`config.mk`:
```
export PLATFORM = sky130hd
export DESIGN_NAME = unidade_de_despacho
export DESIGN_NICKNAME = d
export VERILOG_FILES = /design/src/rtl/despacho_pkg.sv /design/src/rtl/tabela_status_registradores.sv /design/src/rtl/unidade_de_despacho.sv
export SDC_FILE = /design/constraint.sdc
export NUM_CORES = 1
export LEC_CHECK = 0
export BUFFER_PORTS_ARGS = -buffer_cell sky130_fd_sc_hd__buf_2
export CAP_MARGIN = 15
export CELL_PAD_IN_SITES_DETAIL_PLACEMENT = 0
export CELL_PAD_IN_SITES_GLOBAL_PLACEMENT = 1
export CORE_MARGIN = 5
export CORE_UTILIZATION = 42
export CTS_CLUSTER_SIZE = 16
export DETAILED_ROUTE_END_ITERATION = 7
export GPL_TIMING_DRIVEN = 0
export PLACE_DENSITY_LB_ADDON = 0.25
export SLEW_MARGIN = 20
export SYNTH_ARGS = -nofsm -noshare
export SYNTH_HDL_FRONTEND = slang
export SYNTH_SLANG_ARGS = --single-unit
```
`constraint.sdc`:
```
create_clock -name Clock -period 2 [get_ports Clock]
set_input_delay 0.2 -clock Clock [delete_from_list [all_inputs] [get_ports Clock]]
set_output_delay 0.2 -clock Clock [all_outputs]
set_load 0.01 [all_outputs]
```
`src/rtl/despacho_pkg.sv`:
```
// Shared constants for the dispatch unit: opcodes, functional-unit codes, FSM encoding, tag width.
package despacho_pkg;

    localparam int unsigned TAG_W    = 4;
    localparam int unsigned REG_W    = 4;
    localparam int unsigned NUM_REGS = 16;

    localparam logic [3:0] OP_NOP = 4'h0;
    localparam logic [3:0] OP_LD  = 4'h1;
    localparam logic [3:0] OP_ST  = 4'h2;
    localparam logic [3:0] OP_ADD = 4'h3;
    localparam logic [3:0] OP_SUB = 4'h4;
    localparam logic [3:0] OP_MUL = 4'h5;

    localparam logic [1:0] UNIT_ALU = 2'b00;
    localparam logic [1:0] UNIT_MUL = 2'b01;
    localparam logic [1:0] UNIT_MEM = 2'b10;

    typedef enum logic [1:0] {
        S_IDLE  = 2'b00,
        S_POP   = 2'b01,
        S_ISSUE = 2'b10
    } estado_t;

    function automatic logic op_valido(input logic [3:0] op);
        return (op >= OP_LD) && (op <= OP_MUL);
    endfunction

    // ST consumes a reservation station but produces no register result.
    function automatic logic escreve_rd(input logic [3:0] op);
        return op_valido(op) && (op != OP_ST);
    endfunction

    function automatic logic [1:0] unidade_de(input logic [3:0] op);
        logic [1:0] u;
        case (op)
            OP_ADD, OP_SUB: u = UNIT_ALU;
            OP_MUL:         u = UNIT_MUL;
            OP_LD, OP_ST:   u = UNIT_MEM;
            default:        u = UNIT_ALU;
        endcase
        return u;
    endfunction

endpackage

```
`src/rtl/tabela_status_registradores.sv`:
```
// Register status table (Qi per architectural register) with CDB clear and bypassed read ports.
module tabela_status_registradores
    import despacho_pkg::*;
(
    input  logic             i_clk,
    input  logic             i_rst_n,
    input  logic [REG_W-1:0] i_rs1,
    input  logic [REG_W-1:0] i_rs2,
    output logic [TAG_W-1:0] o_qj,
    output logic [TAG_W-1:0] o_qk,
    input  logic             i_wr_en,
    input  logic [REG_W-1:0] i_wr_idx,
    input  logic [TAG_W-1:0] i_wr_tag,
    input  logic             i_cdb_valid,
    input  logic [TAG_W-1:0] i_cdb_tag
);

    logic [TAG_W-1:0] r_qi [NUM_REGS];
    logic             w_cdb_ativo;

    // Tag 0 means "value ready", so a broadcast of tag 0 carries no information.
    assign w_cdb_ativo = i_cdb_valid && (i_cdb_tag != '0);

    always_ff @(posedge i_clk or negedge i_rst_n) begin
        if (!i_rst_n) begin
            for (int i = 0; i < NUM_REGS; i++) begin
                r_qi[i] <= '0;
            end
        end else begin
            for (int i = 0; i < NUM_REGS; i++) begin
                if (i_wr_en && (i_wr_idx == REG_W'(i))) begin
                    r_qi[i] <= i_wr_tag;
                end else if (w_cdb_ativo && (r_qi[i] == i_cdb_tag)) begin
                    r_qi[i] <= '0;
                end
            end
        end
    end

    always_comb begin
        o_qj = r_qi[i_rs1];
        o_qk = r_qi[i_rs2];
        if (w_cdb_ativo && (r_qi[i_rs1] == i_cdb_tag)) o_qj = '0;
        if (w_cdb_ativo && (r_qi[i_rs2] == i_cdb_tag)) o_qk = '0;
    end

endmodule

```
`src/rtl/unidade_de_despacho.sv`:
```
// Dispatch unit: pops the instruction queue, decodes, issues to reservation stations.
// Optional counters enabled by defining DESPACHO_CONTADOR_EN.
module unidade_de_despacho
    import despacho_pkg::*;
(
    input  logic             Clock,
    input  logic             Reset,
    input  logic             Empty,
    input  logic [15:0]      Instrucao_Despachada,
    output logic             Pop,
    input  logic             CDB_Valid,
    input  logic [TAG_W-1:0] CDB_Tag,
    output logic             Issue_Valid,
    input  logic             Issue_Ack,
    input  logic [TAG_W-1:0] Ack_Tag,
    output logic [1:0]       Unit_Sel,
    output logic [3:0]       Issue_Op,
    output logic [3:0]       Issue_Rd,
    output logic [TAG_W-1:0] Issue_Qj,
    output logic [TAG_W-1:0] Issue_Qk,
    output logic [3:0]       Issue_Rs1,
    output logic [3:0]       Issue_Rs2,
`ifdef DESPACHO_CONTADOR_EN
    output logic [15:0]      Issued_Count,
    output logic [7:0]       Dropped_Count,
`endif
    output logic             Illegal
);

    estado_t     r_estado;
    estado_t     w_prox_estado;
    logic [15:0] r_ir;
    logic        r_pop;
    logic        r_illegal;
    logic [3:0]  w_op_in;
    logic        w_captura;
    logic        w_ack;
    logic        w_drop;

    assign w_op_in   = Instrucao_Despachada[15:12];
    assign w_captura = (r_estado == S_POP);
    assign w_ack     = (r_estado == S_ISSUE) && Issue_Ack;
    assign w_drop    = w_captura && !op_valido(w_op_in);

    always_comb begin
        w_prox_estado = r_estado;
        case (r_estado)
            S_IDLE:  if (!Empty) w_prox_estado = S_POP;
            S_POP:   w_prox_estado = op_valido(w_op_in) ? S_ISSUE : S_IDLE;
            S_ISSUE: if (Issue_Ack) w_prox_estado = Empty ? S_IDLE : S_POP;
            default: w_prox_estado = S_IDLE;
        endcase
    end

    always_ff @(posedge Clock or negedge Reset) begin
        if (!Reset) begin
            r_estado  <= S_IDLE;
            r_ir      <= '0;
            r_pop     <= 1'b0;
            r_illegal <= 1'b0;
        end else begin
            r_estado  <= w_prox_estado;
            r_pop     <= (w_prox_estado == S_POP);
            r_illegal <= w_drop && (w_op_in != OP_NOP);
            if (w_captura) r_ir <= Instrucao_Despachada;
        end
    end

    assign Pop         = r_pop;
    assign Illegal     = r_illegal;
    assign Issue_Valid = (r_estado == S_ISSUE);
    assign Issue_Op    = r_ir[15:12];
    assign Issue_Rd    = r_ir[11:8];
    assign Issue_Rs1   = r_ir[7:4];
    assign Issue_Rs2   = r_ir[3:0];
    assign Unit_Sel    = unidade_de(r_ir[15:12]);

    tabela_status_registradores u_tabela (
        .i_clk       (Clock),
        .i_rst_n     (Reset),
        .i_rs1       (r_ir[7:4]),
        .i_rs2       (r_ir[3:0]),
        .o_qj        (Issue_Qj),
        .o_qk        (Issue_Qk),
        .i_wr_en     (w_ack && escreve_rd(r_ir[15:12])),
        .i_wr_idx    (r_ir[11:8]),
        .i_wr_tag    (Ack_Tag),
        .i_cdb_valid (CDB_Valid),
        .i_cdb_tag   (CDB_Tag)
    );

`ifdef DESPACHO_CONTADOR_EN
    logic [15:0] r_issued_count;
    logic [7:0]  r_dropped_count;

    always_ff @(posedge Clock or negedge Reset) begin
        if (!Reset) begin
            r_issued_count  <= '0;
            r_dropped_count <= '0;
        end else begin
            if (w_ack) r_issued_count <= r_issued_count + 16'd1;
            if (w_drop && (r_dropped_count != 8'hFF)) begin
                r_dropped_count <= r_dropped_count + 8'd1;
            end
        end
    end

    assign Issued_Count  = r_issued_count;
    assign Dropped_Count = r_dropped_count;
`endif

endmodule

```
; Yosys cells after proc, flatten, opt, wreduce, memory -nomap -nowiden
; Index checks and enable logic that the tools add are counted.
[totals]
regBits = 84
output_inout_bits = 29
wordCells = 178
[op_classes]
magnitude_cmp = 6
eq_ne = 40
mux = 46
bitwise = 2
n_reduce_logical = 64
[op_table]
columns = operator, count
row1 = 4-bit 2-to-1 mux, 38
row2 = 4-bit equality test, 18
row3 = 1-bit logical AND, 42
row4 = 4-bit binary-select mux with 4-bit select, 2
row5 = "4-bit equality test, second input constant", 8
row6 = 2-bit nonzero test, 16
row7 = "4-bit by 3-bit equality test with 1-bit output, second input constant", 5
row8 = "4-bit by 2-bit equality test with 1-bit output, second input constant", 3
row9 = "5-bit greater-or-equal comparator, second input constant", 2
row10 = 4-bit NOT with 5-bit output, 2
row11 = "4-bit by 1-bit equality test with 1-bit output, second input constant", 2
row12 = "4-bit by 1-bit greater-or-equal comparator with 1-bit output, second input constant", 2
row13 = "4-bit by 3-bit less-or-equal comparator with 1-bit output, second input constant", 2
row14 = 4-bit nonzero test, 2
row15 = 2-bit 2-to-1 mux, 3
row16 = 2-bit case mux with 3 select lines, 1
row17 = "2-bit by 1-bit equality test with 1-bit output, second input constant", 2
row18 = 4-bit logical NOT, 1
row19 = "4-bit by 2-bit inequality test with 1-bit output, second input constant", 1
row20 = 2-bit case mux with 2 select lines, 1
row21 = "2-bit equality test, second input constant", 1
row22 = 2-bit logical NOT, 1
row23 = 2-bit OR reduction, 1
row24 = 1-bit logical NOT, 1
row25 = 1-bit 2-to-1 mux, 1

; Logic depth before layout (Yosys ltp)
[depth]
depth_word = 7
depth_mapped = 8
mapped_depth_nobuf = 6

; Modules after synthesis
; A second synthesis with hierarchy kept.
[unflattened]
hier_cells = 460
hier_area_um2 = 5465.2
[by_module_without_submodules]
columns = module, instances, cells_each, area_each_um2, seq_area_each_um2
row1 = tabela_status_registradores, 1, 406, 4605.7, 1601.5
row2 = unidade_de_despacho, 1, 54, 859.6, 500.5

; Worst setup path before layout
; Ideal clock, no wire load.
[synth_timing]
kind = register to output
from = reg r_ir[6]
to = out Issue_Qj[1]
arrival_ns = 2.188
t_required_ns = 1.800
setup_slack_ns = -0.388
stages_incl_launch_ff = 8
path_cell_list = dfrtp_1 buf_6 mux4_2 mux4_2 nor3_2 a21oi_1 nor3_2 a31oi_1
[synth_via]
elab_chain_len = 7
[synth_rtl]
columns = item, line
row1 = start: declaration, unidade_de_despacho.sv:32  ; logic [15:0] r_ir;
row2 = start signal: assignment, unidade_de_despacho.sv:65  ; if (w_captura) r_ir <= Instrucao_Despachada;
row3 = 4-bit NOT with 5-bit output (not written as such) *, "tabela_status_registradores.sv:41, tabela_status_registradores.sv:43"
row4 = 4-bit binary-select mux with 4-bit select *, "tabela_status_registradores.sv:41, tabela_status_registradores.sv:43"
row5 = 4-bit 2-to-1 mux (not written as such) * (2 in a row), "tabela_status_registradores.sv:41, tabela_status_registradores.sv:43"
row6 = 4-bit equality test, tabela_status_registradores.sv:43  ; if (w_cdb_ativo && (r_qi[i_rs1] == i_cdb_tag)) o_qj = '0;
row7 = 1-bit logical AND, tabela_status_registradores.sv:43
row8 = 4-bit 2-to-1 mux *, tabela_status_registradores.sv:43
row9 = end: declaration, unidade_de_despacho.sv:19  ; output logic [TAG_W-1:0] Issue_Qj,
; Mark *: on every way between the ends. The rest lies on a longest branch, timed or not. The select of a mux whose other input is x is not followed.

; Worst setup path after layout
[layout_timing]
from = reg r_ir[6]
to = out Issue_Qj[2]
; Same word-level chain as after synthesis.

==> summary.md <==
| Metric | Value |
|---|---|
| Outcome | `complete, but fails checks` |
| Violated checks | `setup timing` |
| Die width | `~130 um` |
| EDFF count, synth | `0` |
| YS warnings | `0` |
| Cell row count | `42` |
| Vias in the first global route | `about 4900` |
| Fillers | `around 1200` |
| CTS clk-pin slew, worst paths | `about 60 ps` |
| P&R area growth vs syn | `23.1%` |
| Antenna diodes | `0` |
| Final hold slack | `approximately 31 ps` |
| Post-Synth Simple-Gate Area | `0.127` |
| Crit-path max cell delay | `~560 ps` |
| Slowest cell on the critical path | `mux4_2` |
| Yosys top cell by area | `dfrtp_1` |
| Hold Fails Final Rpt | `0` |
| Initial core utilization | `0.426` |
| Drt drc | `0` |
| Grt ovf | `0` |
| Vias post-DR | `4929` |
| Final core occ | `0.524` |
| Max Clk Rate | `346 MHz` |
| Routability Congestion | `just over 0.9` |
| Drt total wl | `around 19 mm` |
| Setup CP Type | `reg -> out` |
| Hold Path Class | `in -> reg` |
| Pin count of the biggest net entering global routing | `~50` |
| Asr flop ratio synth | `1.00` |
| First drt pass iteration count | `5` |
| CTS sink count | `between 80 and 90` |
| Crit path capture type | `output port` |
| Die area | `roughly 16000 um2` |
| # Max-Cap Violations | `0` |
| Placed Cells | `807` |
| Reg2Reg Depth | `5` |
| Fin nets | `about 700` |
| Syn Std Cell Area | `~5600 um2` |
| RSZ-0062 raised after global routing | `yes` |
| Critical path arrival | `roughly 2700 ps` |
| Setup slack after layout | `-893 ps` |
| Max rail drop VDD | `approximately 530 uV` |
| CTS tree | `yes` |
| Worst path top cell family by delay | `multiplexers` |
| DPL Wire Length | `between 10 and 15 mm` |
| Max_slew headroom | `0.425` |
| Initial antenna violation count | `0` |
| Share of cells above drive strength 1 | `0.310` |
| Syn Area/Cell | `approximately 9.7 um2` |
| Hold Path Depth | `2` |
| WP depth | `8` |
| Crit path buffers/inverters | `2` |
| Post-synthesis mux area share | `0.184` |
| Post-synthesis xor/xnor area fraction | `0.108` |
| LEAKAGE | `approximately 2.7 nW` |
| Period minus WS final | `2890 ps` |
| Die height | `126 um` |
| Synth top area share | `0.374` |
| Crit-path max FO | `3` |
| Slew Viols, Final | `0` |
| Final setup viols | `8` |
| Post-Synthesis Cells | `581` |
| Syn nets | `610` |
| FF/Latch Area | `between 2000 and 2500 um2` |
| Root buffer cell | `clkbuf_16` |
| P per Cell Area | `approximately 900 nW/um2` |
| Largest family of logic cells by synthesized area | `multiplexers` |
| Multi-input logic area | `around 3500 um2` |
| R2R Setup Slk | `about 10 ps` |
| Yosys cell types | `50` |
| Routed Antenna Nets | `0` |
| Area contributors post-synth | `dfrtp_1 (37%), o21ai_0 (9.8%), xnor2_1 (9.5%)` |
| Avg Vias per Cell | `roughly 5.8` |
| Required time of the critical path | `1800 ps` |
| Initial detailed-routing violation count | `approximately 480` |
| Synth Area in Adders | `0` |
| H-tree levels | `3` |
| Global-route wire length before repair | `29.1 mm` |
| Num CTS Buffers | `9` |
| Buffers on Ports | `49` |
| Worst Max-Slew Pin Slew | `between 800 and 900 ps` |
| Worst setup SP type | `flop` |
| Post-route insts no fill | `roughly 850` |
| Worst-Skew Late Latency | `between 300 and 400 ps` |
| #FFs+latches synth | `between 80 and 90` |
| Area of the core | `~13000 um2` |
| Compound-Gate Fraction of Synth Area | `0.160` |
| Ratio of final minimum period to clock period | `1.45` |
| Sequential-to-total area share from yosys stat | `0.374` |
| Clk_skew | `around 8.7 ps` |
| Total Routing Usage GR | `0.241` |
| Dominant synthesized flop cell | `dfrtp_1` |
| Avg WL per Cell | `between 20 and 25 um` |
| Pwr Total | `6.23 mW` |
| Number of I/O pins | `slightly below 60` |
| Crit-path cells | `buf_8 > mux4_2 > mux4_2 > nor3_2 > a21oi_2 > nor3_2 > a31oi_1 > buf_2` |
| CTS Buffer Depth | `2` |
-- metal layers --
layer	vias to the layer above	routed length (um)	GRT usage
met5	-	0	0
met4	0	550	0.0848
met3	40	1230	0.0478
met2	217	8700	0.382
met1	2410	8340	0.331
li1	2262	-	-
-- worst register-to-register path, stage by stage (launching register included) --
cell and delay (ps):
dfrtp_1 390, nand2b_4 150, a2111oi_4 380, or3b_4 520
nor3_4 270, o21ai_0 140
-- per-stage QoR --
step,area [um2],setup slack (ps),TNS [ps]
finish,6920,-893,-6100
detailed placement,6210,-706,-29290
floorplan,5710,-325,-1500
global route,6920,-934,-7470
CTS,6790,-870,-6130
global placement,6180,-663,-25640
-- logic make-up after synthesis --
kind of cell | after synthesis
AOI/OAI and AO/OA | 158
xor gates and xnor gates | 69
buffers and inverters | 43
DFF | 84
muxes | 75
and+or+nand+nor | 152
-- cells in the final DEF (no fill, tap or decap), types with 4 or more instances in the layout --
cell type	n
xnor2_1	61
mux4_1	4
buf_6	9
nor3_1	4
inv_1	4
clkbuf_16	9
o21ai_0	104
nor2b_1	4
nor3_4	4
clkbuf_8	5
nand4_1	13
nor2_2	9
dfrtp_1	81
o21ai_1	16
buf_2	51
a21oi_2	4
mux2i_1	21
nand2_1	85
buf_4	23
xor2_1	7
mux4_2	13
mux2_2	31
clkbuf_1	18
nor2_4	5
nand2b_1	4
o22ai_1	5
buf_8	4
-- final cells by class --
class | instances | area share
Sequential cell | 84 | 0.305
Clock inverter | 2 | 0.00507
Buffer | 38 | 0.0420
Clock buffer | 12 | 0.0371
Multi-Input combinational cell | 454 | 0.505
Inverter | 5 | 0.00326
Tap cell | 176 | 0.0318
Timing Repair Buffer | 76 | 0.0713
-- synth_stat cells (2+ instances only) --
library cell,instances
a31oi_1,3
xnor2_1,61
a211oi_1,3
nor2b_1,5
mux2_2,34
xor2_1,8
nand2_1,86
nand4_1,13
dfrtp_1,84
mux4_2,10
nand2b_1,7
o21ai_1,11
nand3b_1,2
clkbuf_8,3
a221oi_1,3
mux4_1,7
nor2_1,14
nor3_2,3
inv_1,5
a21oi_1,7
nand3_1,3
clkbuf_1,20
nor3_1,8
or4_1,3
o21ai_0,110
a22o_1,2
o22ai_1,5
buf_6,6
a22oi_1,4
buf_4,3
mux2i_1,24
nor2_2,3
buf_2,4
-- what timing repair did --
item | 4_1_cts | 5_1_grt
cloned | 0 | 0
hold buffers | 1 | 0
setup buffers | 20 | 5
setup endpoints to repair | 78 | 58
pin swaps | 16 | 8
resized for setup | 36 | 26
hold endpoints to repair | 36 | 0
-- path summary, 6_finish.rpt --
| path | startpoint | to |
|---|---|---|
| max | r_ir[6] | Issue_Qj[2] |
| min | Empty | Pop |
| max reg2reg | r_ir[15] | u_tabela.r_qi[61] |
| min reg2reg | r_estado[0] | Pop |
| max in group asynchronous | Reset | r_ir[6] |
| min in group asynchronous | Reset | u_tabela.r_qi[17] |
-- report_power, final --
group	total [mW]	switching (mW)	internal (mW)	leakage (nW)
Sequential	2.21	0.312	1.90	1.12
Clock	1.68	0.660	1.02	0.145
Combinational	2.34	1.21	1.13	1.48
-- state kept, by name, indices dropped and copies added, names as in the netlist --
register,count
r_ir,16
u_tabela.r_qi,64
Illegal,1
Pop,1
r_estado,2
(Power assumes the default switching activity.)
